===== src/rtl/if_fetch_ctrl_pkg.sv =====
// if_fetch_ctrl_pkg
//   Shared constants, bus widths and FSM state encoding for the instruction
//   fetch sequencer. Every if_fetch_* file imports this package.
package if_fetch_ctrl_pkg;

   localparam logic RST_ENABLE   = 1'b1;
   localparam logic CHIP_ENABLE  = 1'b1;
   localparam logic CHIP_DISABLE = 1'b0;

   localparam int INST_ADDR_W = 32;
   localparam int INST_W      = 32;

   typedef logic [INST_ADDR_W-1:0] inst_addr_t;
   typedef logic [INST_W-1:0]      inst_t;

   localparam inst_t ZERO_WORD = '0;

   typedef enum logic [1:0] {
      IF_IDLE  = 2'd0,
      IF_FETCH = 2'd1,
      IF_HOLD  = 2'd2,
      IF_ERR   = 2'd3
   } if_state_e;

   // Instructions are word aligned; the low two address bits are always zero.
   function automatic inst_addr_t align_word(input inst_addr_t a);
      return {a[INST_ADDR_W-1:2], 2'b00};
   endfunction

endpackage


===== src/rtl/if_fetch_ctrl_if.sv =====
// if_fetch_ctrl_if
//   Instruction-memory request/ack bus.
//   req   : request, held until ack
//   addr  : request address, stable while req is high and ack is low
//   ack   : read data valid this cycle, completes the request
//   rdata : read data
//   master = fetch sequencer, slave = instruction memory.
interface if_fetch_ctrl_if;
   import if_fetch_ctrl_pkg::*;

   logic       req;
   inst_addr_t addr;
   logic       ack;
   inst_t      rdata;

   modport master (output req, output addr, input ack, input rdata);
   modport slave  (input req, input addr, output ack, output rdata);
endinterface


===== src/rtl/if_fetch_timer.sv =====
// if_fetch_timer
//   Counts consecutive cycles a fetch request waits for its ack. The count
//   restarts whenever the wait is broken (ack arrives or req drops), so each
//   new request starts from zero.
//   clk, rst  : clock, synchronous active-high reset
//   wait_i    : request outstanding and not acknowledged this cycle
//   expired_o : this is the TIMEOUT_CYC-th consecutive wait cycle
module if_fetch_timer
   import if_fetch_ctrl_pkg::*;
#(
   parameter int TIMEOUT_CYC = 16
) (
   input  logic clk,
   input  logic rst,
   input  logic wait_i,
   output logic expired_o
);

   localparam int CW = $clog2(TIMEOUT_CYC + 1);

   logic [CW-1:0] cnt_q, cnt_d;

   always_comb begin
      cnt_d = wait_i ? cnt_q + 1'b1 : '0;
   end

   always_ff @(posedge clk) begin
      if (rst == RST_ENABLE) cnt_q <= '0;
      else                   cnt_q <= cnt_d;
   end

   assign expired_o = wait_i && (cnt_q == CW'(TIMEOUT_CYC - 1));

endmodule


===== src/rtl/if_fetch_ctrl.sv =====
// if_fetch_ctrl
//   Instruction-fetch sequencer. Owns pc/ce, runs a req/ack handshake to the
//   instruction memory, absorbs wait states, and feeds the IF/ID register
//   with stall back-pressure and branch redirects from ID.
//   Optional feature macro: FETCH_TIMEOUT_EN (request timeout -> ERR state).
// Ports
//   clk, rst         : clock, synchronous active-high reset
//   stall_i          : IF/ID cannot accept; output register holds
//   branch_flag_i    : one-cycle redirect pulse
//   branch_target_i  : redirect address (low two bits ignored)
//   imem             : instruction memory bus (master side)
//   pc               : next fetch address
//   ce               : fetch enable
//   inst_o/inst_pc_o : instruction and its address for IF/ID
//   inst_valid_o     : inst_o valid; consumed when valid & !stall_i
//   fetch_err_o      : fetch timeout flag (0 without FETCH_TIMEOUT_EN)
module if_fetch_ctrl
   import if_fetch_ctrl_pkg::*;
#(
   parameter inst_addr_t RESET_PC    = 32'h0000_0000,
   parameter int         TIMEOUT_CYC = 16
) (
   input  logic                   clk,
   input  logic                   rst,
   input  logic                   stall_i,
   input  logic                   branch_flag_i,
   input  inst_addr_t             branch_target_i,
   if_fetch_ctrl_if.master        imem,
   output inst_addr_t             pc,
   output logic                   ce,
   output inst_t                  inst_o,
   output inst_addr_t             inst_pc_o,
   output logic                   inst_valid_o,
   output logic                   fetch_err_o
);

   if_state_e  state_q, state_d;
   inst_addr_t pc_q, pc_d;
   inst_addr_t addr_q, addr_d;
   logic       ce_q, ce_d;
   logic       drop_q, drop_d;     // outstanding access belongs to a redirected path
   inst_t      hold_q, hold_d;     // instruction fetched while output was blocked
   inst_t      inst_q, inst_d;
   inst_addr_t ipc_q, ipc_d;
   logic       valid_q, valid_d;
   logic       out_free;
   logic       tmo_expired;

   assign out_free = !valid_q || !stall_i;

   // Request decoded straight from the state register; address comes from its
   // own register so it stays put while a redirect updates pc mid-access.
   assign imem.req  = (state_q == IF_FETCH);
   assign imem.addr = addr_q;

`ifdef FETCH_TIMEOUT_EN
   if_fetch_timer #(.TIMEOUT_CYC(TIMEOUT_CYC)) u_timer (
      .clk       (clk),
      .rst       (rst),
      .wait_i    (imem.req && !imem.ack),
      .expired_o (tmo_expired)
   );
   assign fetch_err_o = (state_q == IF_ERR);
`else
   logic unused_tmo_cfg;
   assign unused_tmo_cfg = (TIMEOUT_CYC == 0);
   assign tmo_expired    = 1'b0;
   assign fetch_err_o    = 1'b0;
`endif

   always_comb begin
      state_d = state_q;
      pc_d    = pc_q;
      ce_d    = ce_q;
      drop_d  = drop_q;
      hold_d  = hold_q;
      inst_d  = inst_q;
      ipc_d   = ipc_q;
      // A consumed instruction empties the register unless something reloads it.
      valid_d = valid_q && stall_i;

      unique case (state_q)
         IF_IDLE: begin
            ce_d    = CHIP_ENABLE;
            state_d = IF_FETCH;
         end
         IF_FETCH: begin
            if (branch_flag_i) begin
               pc_d   = align_word(branch_target_i);
               // An ack this cycle is simply discarded; otherwise the access
               // in flight must still complete before the new pc goes out.
               drop_d = !imem.ack;
            end else if (imem.ack) begin
               if (drop_q) begin
                  drop_d = 1'b0;
               end else if (out_free) begin
                  inst_d  = imem.rdata;
                  ipc_d   = pc_q;
                  valid_d = 1'b1;
                  pc_d    = pc_q + 32'd4;
               end else begin
                  hold_d  = imem.rdata;
                  state_d = IF_HOLD;
               end
            end else if (tmo_expired) begin
               state_d = IF_ERR;
            end
         end
         IF_HOLD: begin
            if (branch_flag_i) begin
               pc_d    = align_word(branch_target_i);
               state_d = IF_FETCH;
            end else if (out_free) begin
               inst_d  = hold_q;
               ipc_d   = pc_q;
               valid_d = 1'b1;
               pc_d    = pc_q + 32'd4;
               state_d = IF_FETCH;
            end
         end
         IF_ERR: begin
            // Only a redirect (exception vector) leaves ERR; late acks are ignored.
            if (branch_flag_i) begin
               pc_d    = align_word(branch_target_i);
               drop_d  = 1'b0;
               state_d = IF_FETCH;
            end
         end
         default: state_d = IF_IDLE;
      endcase

      addr_d = (imem.req && !imem.ack) ? addr_q : pc_d;
   end

   always_ff @(posedge clk) begin
      if (rst == RST_ENABLE) begin
         state_q <= IF_IDLE;
         pc_q    <= RESET_PC;
         addr_q  <= RESET_PC;
         ce_q    <= CHIP_DISABLE;
         drop_q  <= 1'b0;
         hold_q  <= ZERO_WORD;
         inst_q  <= ZERO_WORD;
         ipc_q   <= ZERO_WORD;
         valid_q <= 1'b0;
      end else begin
         state_q <= state_d;
         pc_q    <= pc_d;
         addr_q  <= addr_d;
         ce_q    <= ce_d;
         drop_q  <= drop_d;
         hold_q  <= hold_d;
         inst_q  <= inst_d;
         ipc_q   <= ipc_d;
         valid_q <= valid_d;
      end
   end

   assign pc           = pc_q;
   assign ce           = ce_q;
   assign inst_o       = inst_q;
   assign inst_pc_o    = ipc_q;
   assign inst_valid_o = valid_q;

endmodule

===== src/flat_wrapper.sv =====
// flat-port wrapper written by rule: the top's interface ports become plain ports
module if_fetch_ctrl_flat import if_fetch_ctrl_pkg::*;
#(
   parameter inst_addr_t RESET_PC    = 32'h0000_0000,
   parameter int         TIMEOUT_CYC = 16
)
  (clk, rst, stall_i, branch_flag_i, branch_target_i, pc, ce, inst_o, inst_pc_o, inst_valid_o, fetch_err_o, imem_req, imem_addr, imem_ack, imem_rdata);
  if_fetch_ctrl_if imem_i ();
  input  logic clk;
  input  logic rst;
  input  logic stall_i;
  input  logic branch_flag_i;
  input  inst_addr_t branch_target_i;
  output inst_addr_t pc;
  output logic ce;
  output inst_t inst_o;
  output inst_addr_t inst_pc_o;
  output logic inst_valid_o;
  output logic fetch_err_o;
  output wire logic [$bits(imem_i.req)-1:0] imem_req;
  output wire logic [$bits(imem_i.addr)-1:0] imem_addr;
  input wire logic [$bits(imem_i.ack)-1:0] imem_ack;
  input wire logic [$bits(imem_i.rdata)-1:0] imem_rdata;
  assign imem_req = imem_i.req;
  assign imem_addr = imem_i.addr;
  assign imem_i.ack = imem_ack;
  assign imem_i.rdata = imem_rdata;
  if_fetch_ctrl #(.RESET_PC(RESET_PC), .TIMEOUT_CYC(TIMEOUT_CYC)) u_core (.clk(clk), .rst(rst), .stall_i(stall_i), .branch_flag_i(branch_flag_i), .branch_target_i(branch_target_i), .imem(imem_i), .pc(pc), .ce(ce), .inst_o(inst_o), .inst_pc_o(inst_pc_o), .inst_valid_o(inst_valid_o), .fetch_err_o(fetch_err_o));
endmodule

===== config.mk =====
export PLATFORM = sky130hd
export DESIGN_NAME = if_fetch_ctrl_flat
export DESIGN_NICKNAME = d
export VERILOG_FILES = /design/src/rtl/if_fetch_ctrl_pkg.sv /design/src/rtl/if_fetch_ctrl_if.sv /design/src/rtl/if_fetch_timer.sv /design/src/rtl/if_fetch_ctrl.sv /design/src/flat_wrapper.sv
export SDC_FILE = /design/constraint.sdc
export NUM_CORES = 1
export LEC_CHECK = 0
export CORE_ASPECT_RATIO = 0.8
export CORE_MARGIN = 10
export CORE_UTILIZATION = 49
export DETAILED_ROUTE_END_ITERATION = 16
export PLACE_DENSITY = 0.81
export SLEW_MARGIN = 20
export SYNTH_ARGS = -nofsm -noshare
export SYNTH_HDL_FRONTEND = slang
export SYNTH_SLANG_ARGS = --single-unit

===== constraint.sdc =====
create_clock -name clk -period 2.8 [get_ports clk]
set_clock_uncertainty 0.05 [all_clocks]
set_input_delay 0.7 -clock clk [delete_from_list [all_inputs] [get_ports clk]]
set_output_delay 0.7 -clock clk [all_outputs]
set_load 0.02 [all_outputs]

==> flow_metrics.env <==
export IMPL_crit_path_end_kind="output port"
export IMPL_fmax_ghz=0.371
export IMPL_timing_final_crit_share_pct=96.4
export IMPL_ys_seq_area_share_pct=44.0
export IMPL_avgRoutedWirePerCell_um=19.0
export IMPL_hold_viol=0
export IMPL_routed_via_density=5.77
export IMPL_place_inst=1304
export IMPL_ir_worst_vdd_mv=0.444
export IMPL_finalWirelength_um=25300
export IMPL_status="finished clean"
export IMPL_crit_family="buffers and inverters"
export IMPL_h_tree_depth=4
export IMPL_die_area_um2=20700
export IMPL_p_seq_share_pct=44.7
export IMPL_avgSynthCellArea_um2=8.04
export IMPL_min_path_type="register to register"
export IMPL_final_cell_mix="clkdlybuf4s50_1, dfxtp_1, nand2_1"
export IMPL_required_ps=2050
export IMPL_grt_pass1_vias=7170
export IMPL_post_dp_hpwl_um=17900
export IMPL_path_clk_slew_ps=60
export IMPL_synthArstFlopShare_pct=0
export IMPL_cts_inserted_buffers=17
export IMPL_num_rows=40
export IMPL_slew_headroom_pct=56.9
export IMPL_final_common_cell="clkdlybuf4s50_1"
export IMPL_drive_gt1_share_pct=8.73
export IMPL_finalPower_mw=5.56
export IMPL_path_buf_inv=2
export IMPL_ys_warn_count=0
export IMPL_path_cells="inv_1 -> ha_1 -> clkdlybuf4s50_1"
export IMPL_postSynthCellCount=933
export IMPL_slowest_delay_ps=730
export IMPL_grt_antenna_before_repair=0
export IMPL_p_leak_nw=3.62
export IMPL_drtAntennaViolNets=0
export IMPL_cts_resized=0
export IMPL_grt_pass1_wl_um=39200
export IMPL_die_x_um=158
export IMPL_synth_edf_count=0
export IMPL_cpMaxStageDelayCell="clkdlybuf4s50_1"
export IMPL_antenna_cells=0
export IMPL_yosys_register_bits=165
export IMPL_layout_nets=1209
export IMPL_ys_types=67
export IMPL_drt_iter0_drc=871
export IMPL_startpoint_type="register"
export IMPL_p_sw_share_pct=26.2
export IMPL_arrival_ps=1950
export IMPL_intPower_mw=4.11
export IMPL_power_frac_comb_pct=14.5
export IMPL_pin_count=201
export IMPL_final_max_slew_viol_count=0
export IMPL_worstPathMaxFanout=9
export IMPL_synthesis_area_um2=7500
export IMPL_cts_hold_buffers=0
export IMPL_fin_cells=1334
export IMPL_route_detailed_drc=0
export IMPL_grt_max_degree=139
export IMPL_coreArea_um2=15000
export IMPL_dr_pass1_iters=6
export IMPL_cts_num_sinks=165
export IMPL_gp_congestion=0.949
export IMPL_clock_path_buffers=2
export IMPL_clock_tree_root_cell="clkbuf_16"
export IMPL_overflow=0
export IMPL_p_switching_mw=1.45
export IMPL_period_needed_ps=2700
export IMPL_die_y_um=131
export IMPL_setup_viol=0
export IMPL_fin_hold_ws_ps=403
export IMPL_fin_util_pct=69.7
export IMPL_grt_use_met3_pct=8.30
export IMPL_postCtsSetupBuffers=0
export IMPL_grt_util_met2_pct=36.1
export IMPL_syn_num_nets=1008
export IMPL_drv_cap=0
export IMPL_grt_usage_pct=23.9
export IMPL_synth_top_flop_cell="dfxtp_1"
export IMPL_insertion_delay_ps=430
export IMPL_worst_pin_slew_ps=646
export IMPL_top_usage_layer="met2"
export IMPL_start_util_pct=50.0
export IMPL_grt_setup_unrepaired="no"
export IMPL_clkPwrFrac_pct=40.8
export IMPL_use_met1_pct=31.5
export IMPL_dpl_cell_area_um2=9900
export IMPL_port_buffers=197
export IMPL_area_delta_synth_final_pct=39.4
export IMPL_p_per_area_nw_per_um2=532
export IMPL_vias=7699
export IMPL_cts_tree="built"
export IMPL_design_area_um2=10500
export IMPL_critical_path_class="register to output port"
-- power groups by stage --
stage	Clock [mW]	Combinational [mW]	Sequential, mW
4_1_cts	2.29	0.796	2.49
5_1_grt	2.39	0.861	2.50
2_1_floorplan	0	0.320	2.60
3_5_place_dp	0	0.790	2.54
6_report	2.27	0.804	2.49
3_3_place_gp	0	0.778	2.54
-- cell families (layout without fill, tap and decap cells) --
group | count (synthesis) | after routing | share of synthesized area (%)
AOI/OAI and AO/OA | 273 | 273 | 22.5
xor gates and xnor gates | 12 | 12 | 1.40
adders and majority gates | 6 | 6 | 1.00
buffers and inverters | 85 | 297 | 4.69
DFF | 165 | 165 | 44.0
muxes | 34 | 34 | 4.54
other | 1 | 1 | 0.0500
and+or+nand+nor | 357 | 357 | 21.8
-- through the flow --
stage | TNS, ps | setup WS (ps)
after floorplan | 0 | 504
after global placement | -80.8 | -36.7
after detailed placement | -200 | -45.5
after CTS | 0 | 99.8
after global routing | 0 | 36.6
final | 0 | 102
-- tightest hold or removal path: stages (launching register included) --
cell and delay [ps]:
dfxtp_1 310, nand2_1 50, a21oi_1 50
-- state kept, by name, summed over array words and instances (netlist names) --
register / flops
u_core.hold_q: 32
u_core.state_q: 2
u_core.inst_pc_o: 32
u_core.ce: 1
u_core.pc: 32
u_core.inst_o: 32
u_core.drop_q: 1
u_core.inst_valid_o: 1
u_core.imem.addr: 32
-- per-layer routing --
metal | up-vias | part of all wire [%]
li1 | 3705 | -
met1 | 3589 | 42
met2 | 375 | 45
met3 | 30 | 12
met4 | 0 | 1.3
met5 | - | 0
-- cell usage after synthesis (all sizes together) (14+ instances only) --
library cell / count / area (µm²)
o21ai: 53 / 277
nor3: 15 / 85.1
buf: 19 / 104
nand2: 160 / 601
a21oi: 109 / 546
a211oi: 38 / 285
dfxtp: 165 / 3300
mux2i: 34 / 340
nor2: 99 / 372
clkbuf: 51 / 191
nand2b: 14 / 87.6
nand3: 19 / 100
-- final timing paths --
path / from / end / slack (ps) / depth (start not counted)
max: u_core.state_q[1] / imem_req / 100 / 3
min: u_core.inst_pc_o[26] / u_core.inst_pc_o[26] / 400 / 2
max reg2reg: u_core.state_q[1] / u_core.pc[7] / 280 / 8
min reg2reg: u_core.inst_pc_o[26] / u_core.inst_pc_o[26] / 400 / 2
-- final cells by class --
| cell class | count | area (µm²) |
|---|---|---|
| clock buffers | 22 | 454 |
| clock inverters | 8 | 101 |
| fillers | 1241 | 4560 |
| inverters | 15 | 56.3 |
| multi-input cells | 683 | 3860 |
| flip-flops and latches | 165 | 3300 |
| well taps | 189 | 236 |
| repair buffers | 252 | 2440 |
No activity file was read; power rests on OpenSTA's default activity.
